$ cat config.mk
export PLATFORM = sky130hd
export DESIGN_NAME = ir_decoder
export DESIGN_NICKNAME = d
export VERILOG_FILES = /design/src/rtl/ir_decoder.sv
export SDC_FILE = /design/constraint.sdc
export NUM_CORES = 1
export LEC_CHECK = 0
export ABC_AREA = 1
export BUFFER_PORTS_ARGS = -buffer_cell sky130_fd_sc_hd__buf_4
export CAP_MARGIN = 20
export CORE_ASPECT_RATIO = 1.5
export CORE_UTILIZATION = 57
export CTS_CLUSTER_SIZE = 28
export DETAILED_ROUTE_END_ITERATION = 10
export HOLD_SLACK_MARGIN = 0.02
export MAX_ROUTING_LAYER = met4
export PLACE_DENSITY = 0.77
export SYNTH_ARGS = -nofsm -noshare
export SYNTH_HDL_FRONTEND = slang
export SYNTH_SLANG_ARGS = --single-unit
$ cat constraint.sdc
create_clock -name clk -period 3.6 [get_ports clk]
set_clock_uncertainty 0.05 [all_clocks]
set_input_delay 0.36 -clock clk [delete_from_list [all_inputs] [get_ports clk]]
set_output_delay 0.36 -clock clk [all_outputs]
set_load 0.005 [all_outputs]
$ cat src/rtl/ir_decoder.sv
// ir_decoder -- NEC-format infrared receive decoder.
//
// Measures mark/space durations of a demodulated IR receiver output against
// NEC timing windows and reassembles 32-bit frames in the same bit layout
// that ir_encoder consumes (first received bit lands in cmd[0]). Completed
// frames are offered on a valid/ready handshake.
//
// Optional feature: define IR_DECODER_GLITCH_FILTER_EN to insert a glitch
// filter after the synchronizer. The filter passes a level only after it has
// been stable for GLITCH_CYCLES clocks. Without the macro, the synchronized
// level feeds edge detection directly.
//
// Parameters:
//   TICK_CYCLES   clk cycles per measurement tick (10 ticks = one NEC unit)
//   INVERT        1: ir_input low means carrier present (mark)
//   GLITCH_CYCLES stability requirement of the optional glitch filter
//
// Ports:
//   clk      sole clock
//   rst      asynchronous active-low reset
//   ir_input raw demodulated IR level, asynchronous to clk
//   cmd      last accepted frame, first received bit in cmd[0]
//   valid    cmd holds an unconsumed frame
//   ready    consumer accepts cmd when valid && ready
//   rpt      one-cycle pulse on a valid NEC repeat frame ("repeat" is a
//            reserved word, hence the short name)
//   err      one-cycle pulse on any timing or check failure
//   overrun  one-cycle pulse when a good frame is dropped while valid is held
//   busy     FSM is not in IDLE
module ir_decoder #(
  parameter int TICK_CYCLES   = 1406,
  parameter int INVERT        = 1,
  parameter int GLITCH_CYCLES = 16
) (
  input  logic        clk,
  input  logic        rst,
  input  logic        ir_input,
  output logic [31:0] cmd,
  output logic        valid,
  input  logic        ready,
  output logic        rpt,
  output logic        err,
  output logic        overrun,
  output logic        busy
);

  localparam logic INV = (INVERT != 0);
  localparam int   PW  = (TICK_CYCLES > 1) ? $clog2(TICK_CYCLES) : 1;

  if (TICK_CYCLES < 1 || GLITCH_CYCLES < 1) begin : g_param_check
    $error("ir_decoder: TICK_CYCLES and GLITCH_CYCLES must be >= 1");
  end

  typedef enum logic [2:0] {
    S_IDLE, S_LEAD_MARK, S_LEAD_SPACE, S_BIT_MARK, S_BIT_SPACE, S_STOP_MARK, S_RPT_MARK
  } state_t;

  function automatic logic in_win(input logic [7:0] c, input logic [7:0] lo,
                                  input logic [7:0] hi);
    return (c >= lo) && (c <= hi);
  endfunction

  logic          sync1_q, sync1_d, sync2_q, sync2_d;
  logic          level, mark, edge_det;
  logic          mark_q, mark_d;
  logic [PW-1:0] presc_q, presc_d;
  logic [7:0]    cnt_q, cnt_d;
  state_t        state_q, state_d;
  logic [31:0]   shift_q, shift_d, cmd_q, cmd_d;
  logic [4:0]    bit_idx_q, bit_idx_d;
  logic          valid_q, valid_d, good_q, good_d;
  logic          err_q, err_d, rpt_q, rpt_d, ovr_q, ovr_d;

`ifdef IR_DECODER_GLITCH_FILTER_EN
  localparam int FW = (GLITCH_CYCLES > 1) ? $clog2(GLITCH_CYCLES) : 1;
  logic          filt_q, filt_d;
  logic [FW-1:0] fcnt_q, fcnt_d;

  // Count consecutive clocks on which the synchronized level disagrees with
  // the filtered one; any agreement restarts the count.
  always_comb begin
    filt_d = filt_q;
    fcnt_d = '0;
    if (sync2_q != filt_q) begin
      if (fcnt_q == FW'(GLITCH_CYCLES - 1)) filt_d = sync2_q;
      else                                  fcnt_d = fcnt_q + 1'b1;
    end
  end

  always_ff @(posedge clk or negedge rst) begin
    if (!rst) begin
      filt_q <= INV;
      fcnt_q <= '0;
    end else begin
      filt_q <= filt_d;
      fcnt_q <= fcnt_d;
    end
  end

  assign level = filt_q;
`else
  assign level = sync2_q;
`endif

  assign mark     = level ^ INV;
  assign edge_det = mark ^ mark_q;

  // Input path and duration measurement: both counters restart on every
  // edge, so cnt_q is the number of whole ticks spent in the current level.
  always_comb begin
    sync1_d = ir_input;
    sync2_d = sync1_q;
    mark_d  = mark;
    presc_d = presc_q + 1'b1;
    cnt_d   = cnt_q;
    if (edge_det) begin
      presc_d = '0;
      cnt_d   = '0;
    end else if (presc_q == PW'(TICK_CYCLES - 1)) begin
      presc_d = '0;
      if (cnt_q != 8'hFF) cnt_d = cnt_q + 8'd1;
    end
  end

  // Frame FSM: each level is judged at the edge that ends it.
  always_comb begin
    logic fail;
    logic bit_val;
    fail      = 1'b0;
    bit_val   = 1'b0;
    state_d   = state_q;
    shift_d   = shift_q;
    bit_idx_d = bit_idx_q;
    cmd_d     = cmd_q;
    valid_d   = valid_q;
    good_d    = good_q;
    err_d     = 1'b0;
    rpt_d     = 1'b0;
    ovr_d     = 1'b0;

    if (valid_q && ready) valid_d = 1'b0;

    case (state_q)
      S_IDLE: if (edge_det && mark) state_d = S_LEAD_MARK;
      S_LEAD_MARK: if (edge_det) begin
        if (in_win(cnt_q, 8'd128, 8'd192)) state_d = S_LEAD_SPACE;
        else                               fail    = 1'b1;
      end
      S_LEAD_SPACE: if (edge_det) begin
        if (in_win(cnt_q, 8'd64, 8'd96)) begin
          state_d   = S_BIT_MARK;
          bit_idx_d = 5'd0;
        end else if (in_win(cnt_q, 8'd32, 8'd48)) begin
          state_d = S_RPT_MARK;
        end else begin
          fail = 1'b1;
        end
      end
      S_BIT_MARK: if (edge_det) begin
        if (in_win(cnt_q, 8'd6, 8'd14)) state_d = S_BIT_SPACE;
        else                            fail    = 1'b1;
      end
      S_BIT_SPACE: if (edge_det) begin
        if (in_win(cnt_q, 8'd6, 8'd14))       bit_val = 1'b0;
        else if (in_win(cnt_q, 8'd22, 8'd38)) bit_val = 1'b1;
        else                                  fail    = 1'b1;
        if (!fail) begin
          shift_d   = {bit_val, shift_q[31:1]};
          bit_idx_d = bit_idx_q + 5'd1;
          state_d   = (bit_idx_q == 5'd31) ? S_STOP_MARK : S_BIT_MARK;
        end
      end
      S_STOP_MARK: if (edge_det) begin
        if (in_win(cnt_q, 8'd6, 8'd14)) begin
          state_d = S_IDLE;
          if (shift_q[31:24] == ~shift_q[23:16]) begin
            good_d = 1'b1;
            // Completion together with valid && ready is a handover, not a drop.
            if (!valid_q || ready) begin
              cmd_d   = shift_q;
              valid_d = 1'b1;
            end else begin
              ovr_d = 1'b1;
            end
          end else begin
            err_d = 1'b1;
          end
        end else begin
          fail = 1'b1;
        end
      end
      S_RPT_MARK: if (edge_det) begin
        if (in_win(cnt_q, 8'd6, 8'd14)) begin
          state_d = S_IDLE;
          if (good_q) rpt_d = 1'b1;
          else        err_d = 1'b1;
        end else begin
          fail = 1'b1;
        end
      end
      default: state_d = S_IDLE;
    endcase

    // Timeout; a mark still held here re-arms only on its next rising edge.
    if (state_q != S_IDLE && !edge_det && cnt_q >= 8'd200) fail = 1'b1;

    if (fail) begin
      err_d   = 1'b1;
      state_d = S_IDLE;
      shift_d = '0;
    end
  end

  always_ff @(posedge clk or negedge rst) begin
    if (!rst) begin
      sync1_q   <= INV;
      sync2_q   <= INV;
      mark_q    <= 1'b0;
      presc_q   <= '0;
      cnt_q     <= '0;
      state_q   <= S_IDLE;
      shift_q   <= '0;
      bit_idx_q <= '0;
      cmd_q     <= '0;
      valid_q   <= 1'b0;
      good_q    <= 1'b0;
      err_q     <= 1'b0;
      rpt_q     <= 1'b0;
      ovr_q     <= 1'b0;
    end else begin
      sync1_q   <= sync1_d;
      sync2_q   <= sync2_d;
      mark_q    <= mark_d;
      presc_q   <= presc_d;
      cnt_q     <= cnt_d;
      state_q   <= state_d;
      shift_q   <= shift_d;
      bit_idx_q <= bit_idx_d;
      cmd_q     <= cmd_d;
      valid_q   <= valid_d;
      good_q    <= good_d;
      err_q     <= err_d;
      rpt_q     <= rpt_d;
      ovr_q     <= ovr_d;
    end
  end

  assign cmd     = cmd_q;
  assign valid   = valid_q;
  assign rpt     = rpt_q;
  assign err     = err_q;
  assign overrun = ovr_q;
  assign busy    = (state_q != S_IDLE);

endmodule

### After elaboration in Yosys (flattened, before gate mapping)

Cells that the tools add are included.

* add/sub/neg operators: 3
* bitwise gates (word level): 3
* eq/ne operators: 26
* $lt $le $gt $ge: 11
* mux-type cells: 68
* reductions and logical operators: 27

Operator list (count)
* $mux 32: 4
* $mux 3: 14
* $mux 1: 37
* $mux 8: 3
* $ne 3x3->1 const B: 8
* $mux 11: 2
* $mux 5: 4
* $pmux 3 s6: 1
* $ge 8x8->1 const B: 2
* $le 8x6->1 const B: 2
* $add 11x1->11 const B: 1
* $eq 11x11->1 const B: 1
* $reduce_and 11->1: 1
* $pmux 5 s2: 1
* $reduce_and 5->1: 2
* $reduce_bool 2->1: 5
* $eq 3x3->1 const B: 3
* $logic_and 1x1->1: 9
* $add 8x1->8 const B: 1
* $eq 8x8->1: 1
* $ge 8x3->1 const B: 1
* $ge 8x5->1 const B: 1
* $ge 8x6->1 const B: 1
* $ge 8x7->1 const B: 1
* other kinds (26): 32

* bits in registers: 99
* word-level logic and storage cells: 152
* input bits: 4
* output and inout port bits: 37

### Depth between registers and ports, before layout

* word-level depth: 11
* mapped depth: 14
* mapped depth without buffers: 14

### Least setup slack after synthesis

Ideal clock, no wire load.

* kind: reg2reg
* from: register sync2_q (netlist: level)
* to: register shift_q[1]
* data required time: 3.472 ns
* cell stages (with the launch flop): 11
* period minus slack after synthesis: 2.112 ns
* setup slack: 1.488 ns
* data arrival time: 1.985 ns
* library setup time: 0.078 ns
* cell sequence: dfstp_2 inv_1 ha_1 inv_1 nand2_1 nor2_1 o21ai_0 nand2_1 clkbuf_1 nand2_1 a21oi_1

* longest elaborated chain between the ends: 8
* elaborated cells on any way between the ends: 16

RTL lines
* start: declaration: RTL line 63 `logic sync1_q, sync1_d, sync2_q, sync2_d;`
* start signal: assignment: RTL line 232 `sync2_q <= sync2_d;`
* $not 1->1 (no line) *
* named net mark: RTL line 64 `logic level, mark, edge_det;`
* $xor 1x1->1 *: RTL line 106 `assign edge_det = mark ^ mark_q;`
* branches (longest 6 deep; another with $pmux 1 s4)
* end signal: assignment: RTL line 237 `shift_q <= shift_d;`
* end: declaration: RTL line 69 `logic [31:0] shift_q, shift_d, cmd_q, cmd_d;`

Mark *: on every way through the listed nets, which the timed path passes.
A chain may end at the register's enable or synchronous reset.

### Worst setup path in the final report

* from: register sync2_q (netlist: level)
* to: register shift_q[14]

Same word-level chain as after synthesis.

==> results.ini <==
[yosys]
ys_seq_area_share_pct = 53.3
synth_cell_types = 33
synth_top_area_share_pct = 52.2
synthTopCellsByArea = dfrtp_1 (52%), nand2_1 (16%), nand3_1 (5.5%), a21oi_1 (5.1%), inv_1 (4.2%)
ys_ff_latch = 99
synth.net_count = 580
avgSynthCellArea_sq_um = 8.18
synth_top_family_by_area = simple AND/OR/NAND/NOR gates
synth_compound_area_share_pct = 9.41
synthXorXnorAreaFrac_pct = 1.13
yosysTopAreaCell = dfrtp_1
ys_warn_count = 0
synth-simple-area-share_pct = 27.9
synthCells = 569
synth_fa_ha_area_share_pct = 1.88
syn_area_sq_um = 4650
synthMuxAreaShare_pct = 0

[routing]
viasPerCell = 5.37
drt-initial-drc-count = 333
first_pass_iters = 8
wl_per_cell_microns = 13.5
vias = 3858
drt_wl_total_mm = 9.68
ant_nets = 0
remaining_drc_errors = 0

[clock_network]
numCtsBuffers = 9
ctsRootBufferMaster = clkbuf_16
post_cts_buffers = 0
clkTransAtPathRegs_ps = 70
cts_tree = done
cts_sinks = 99
clockBufferDepth = 2
clock_latency_ps = 350
htreeDepth = 3
ctsResizeCount = 0
ctsHoldBuffers = 0

[worst_setup_path]
worstSetupStartpointType = flip-flop
worstPathMaxFanout = 31
cp-end-kind = flip-flop
cp_cell_sequence = inv_1 > ha_1 > inv_1 > nand2_1 > nor2_1 > o21ai_0 > nand2_1 > inv_1 > buf_4 > nand2_1 > a21oi_1
required_ps = 3820
crit_slowest_cell = ha_1
slowest_delay_ps = 600
reg2reg_from = level
timing.rr.end = shift_q[14]
crit_start = level
r2r.worst_path.cells = 11
cp_top_family = buffers and inverters
crit_path_end = shift_q[14]
crit_type = reg -> reg
worst-path-buf-inv = 4
path_depth = 11
r2r_slack_ps = 730
cp.arrival_ps = 3090

[global_routing]
first_global_vias = 3551
grt_max_degree = 62
antenna_found_initial = 0
gr-usage-all-layers_pct = 25.6
grt_pass1_wl_mm = 16.0
gr-total-overflow = 0

[timing]
tightest_slew_ps = 793
setup_viol = 0
final_hold_viol_count = 0
whs_ps = 18.7
rsz0062_at_grt = false
fmax_mhz = 348
fin_crit_sh_pct = 79.7
finalWorstSetupSlack_ps = 730
setup_tns_ps = 0
fin_crit_ps = 2870
final_max_slew_viol_count = 0
slew_headroom_pct = 47.0

[layout]
final_cells = 719
final_net_count = 620
diodes = 0
n_fill_cell = 659
final_common_cell = nand2_1
syn_to_final_growth_pct = 14.9
layout_common_cells = nand2_1 (196), dfrtp_1 (97), inv_1 (52), nand3_1 (51)
drive_gt1_share_pct = 13.0

[run_status]
status = completed

[worst_hold_path]
hold_path_class = in -> async

[power_and_ir_drop]
p_leak_nw = 2.69
cellPowerDensity_nw_per_um2 = 508
peakVddDrop_mv = 0.517

[placement]
placedCellCount = 703
port_buffers = 40
dp_slack_ps = 784
place_hpwl_mm = 6.69
routabilityCongestion = 0.949

[floorplanning]
die_area_sq_um = 8540
die_h_microns = 113
coreArea_sq_um = 7960
io_pins = 41
fp.dieW_microns = 75.8
initial_utilization_pct = 58.5
rows = 40

[flow_run]
drv_cap = 0

==> kinds of logic (layout without fill, tap and decap cells) <==
logic type,after synthesis,after routing
compound gates,78,78
fa+ha+maj,7,7
xor+xnor,6,6
buf+inv,70,115
simple gates,309,309
flops,99,99
==> Yosys cell counts <==
cell      count
nor3_1       11
o31ai_1       2
ha_1          7
a21oi_1      47
a21oi_2       1
dfstp_2       2
o21ai_0      13
nor3b_1       1
nand4_1       6
xor2_1        2
nand2_1     196
buf_2         4
a211oi_1      1
clkbuf_1      9
nor2_1       35
or2_2         2
xnor2_1       4
a31oi_1       1
and3_1        1
o211ai_1      3
nand2_2       2
nand2_4       1
o21ai_1       2
inv_1        52
buf_6         3
nor4_4        1
buf_4         2
and2_1        1
o21ai_2       7
dfrtp_1      97
o22ai_1       1
nor2_2        1
nand3_1      51
==> state kept, by name, summed over array words and instances, names as in the netlist, 3 cells and up <==
register	count
cnt_q	8
cmd	32
state_q	3
shift_q	32
bit_idx_q	5
presc_q	11
==> cell type report <==
class / instances / area, sq um / share of cell area [%]
inverters: 52 / 195 / 3.65
clock inverters: 6 / 72.6 / 1.36
repair buffers: 47 / 353 / 6.60
multi-input cells: 400 / 1880 / 35.1
flip-flops and latches: 99 / 2480 / 46.4
well taps: 105 / 131 / 2.46
clock buffers: 10 / 239 / 4.47
==> metrics by stage <==
step	util (%)	power [W]	area (sq um)
finish	67.2	0.00272	5350
global route	67.2	0.00286	5350
CTS	67.2	0.00273	5350
detailed placement	63.3	0.00174	5040
global placement	63.3	0.00173	5040
floorplan	-	0.00162	4650
==> per-layer routing <==
layer / vias to the layer above / GRT usage [%] / wire length, microns
met5: - / - / 0
met4: 0 / 10.5 / 235
met3: 20 / 5.12 / 389
met2: 93 / 41.7 / 5090
met1: 1831 / 30.4 / 3970
li1: 1914 / - / -
==> worst min path at each step <==
stage / end / startpoint / cells past startpoint
floorplan: bit_idx_q[0] / rst / 0
global placement: level / sync1_q / 0
detailed placement: level / sync1_q / 0
CTS: bit_idx_q[4] / rst / 1
global route: sync1_q / ir_input / 1
finish: cmd[24] / rst / 1
==> power by group <==
group	switching [W]	internal (W)	leakage (nW)
clock network	0.000430	0.000565	0.143
registers	0.0000484	0.00116	1.37
logic	0.000360	0.000157	1.18
total	0.000838	0.00188	2.69
Power figures use the tool's default switching activity.
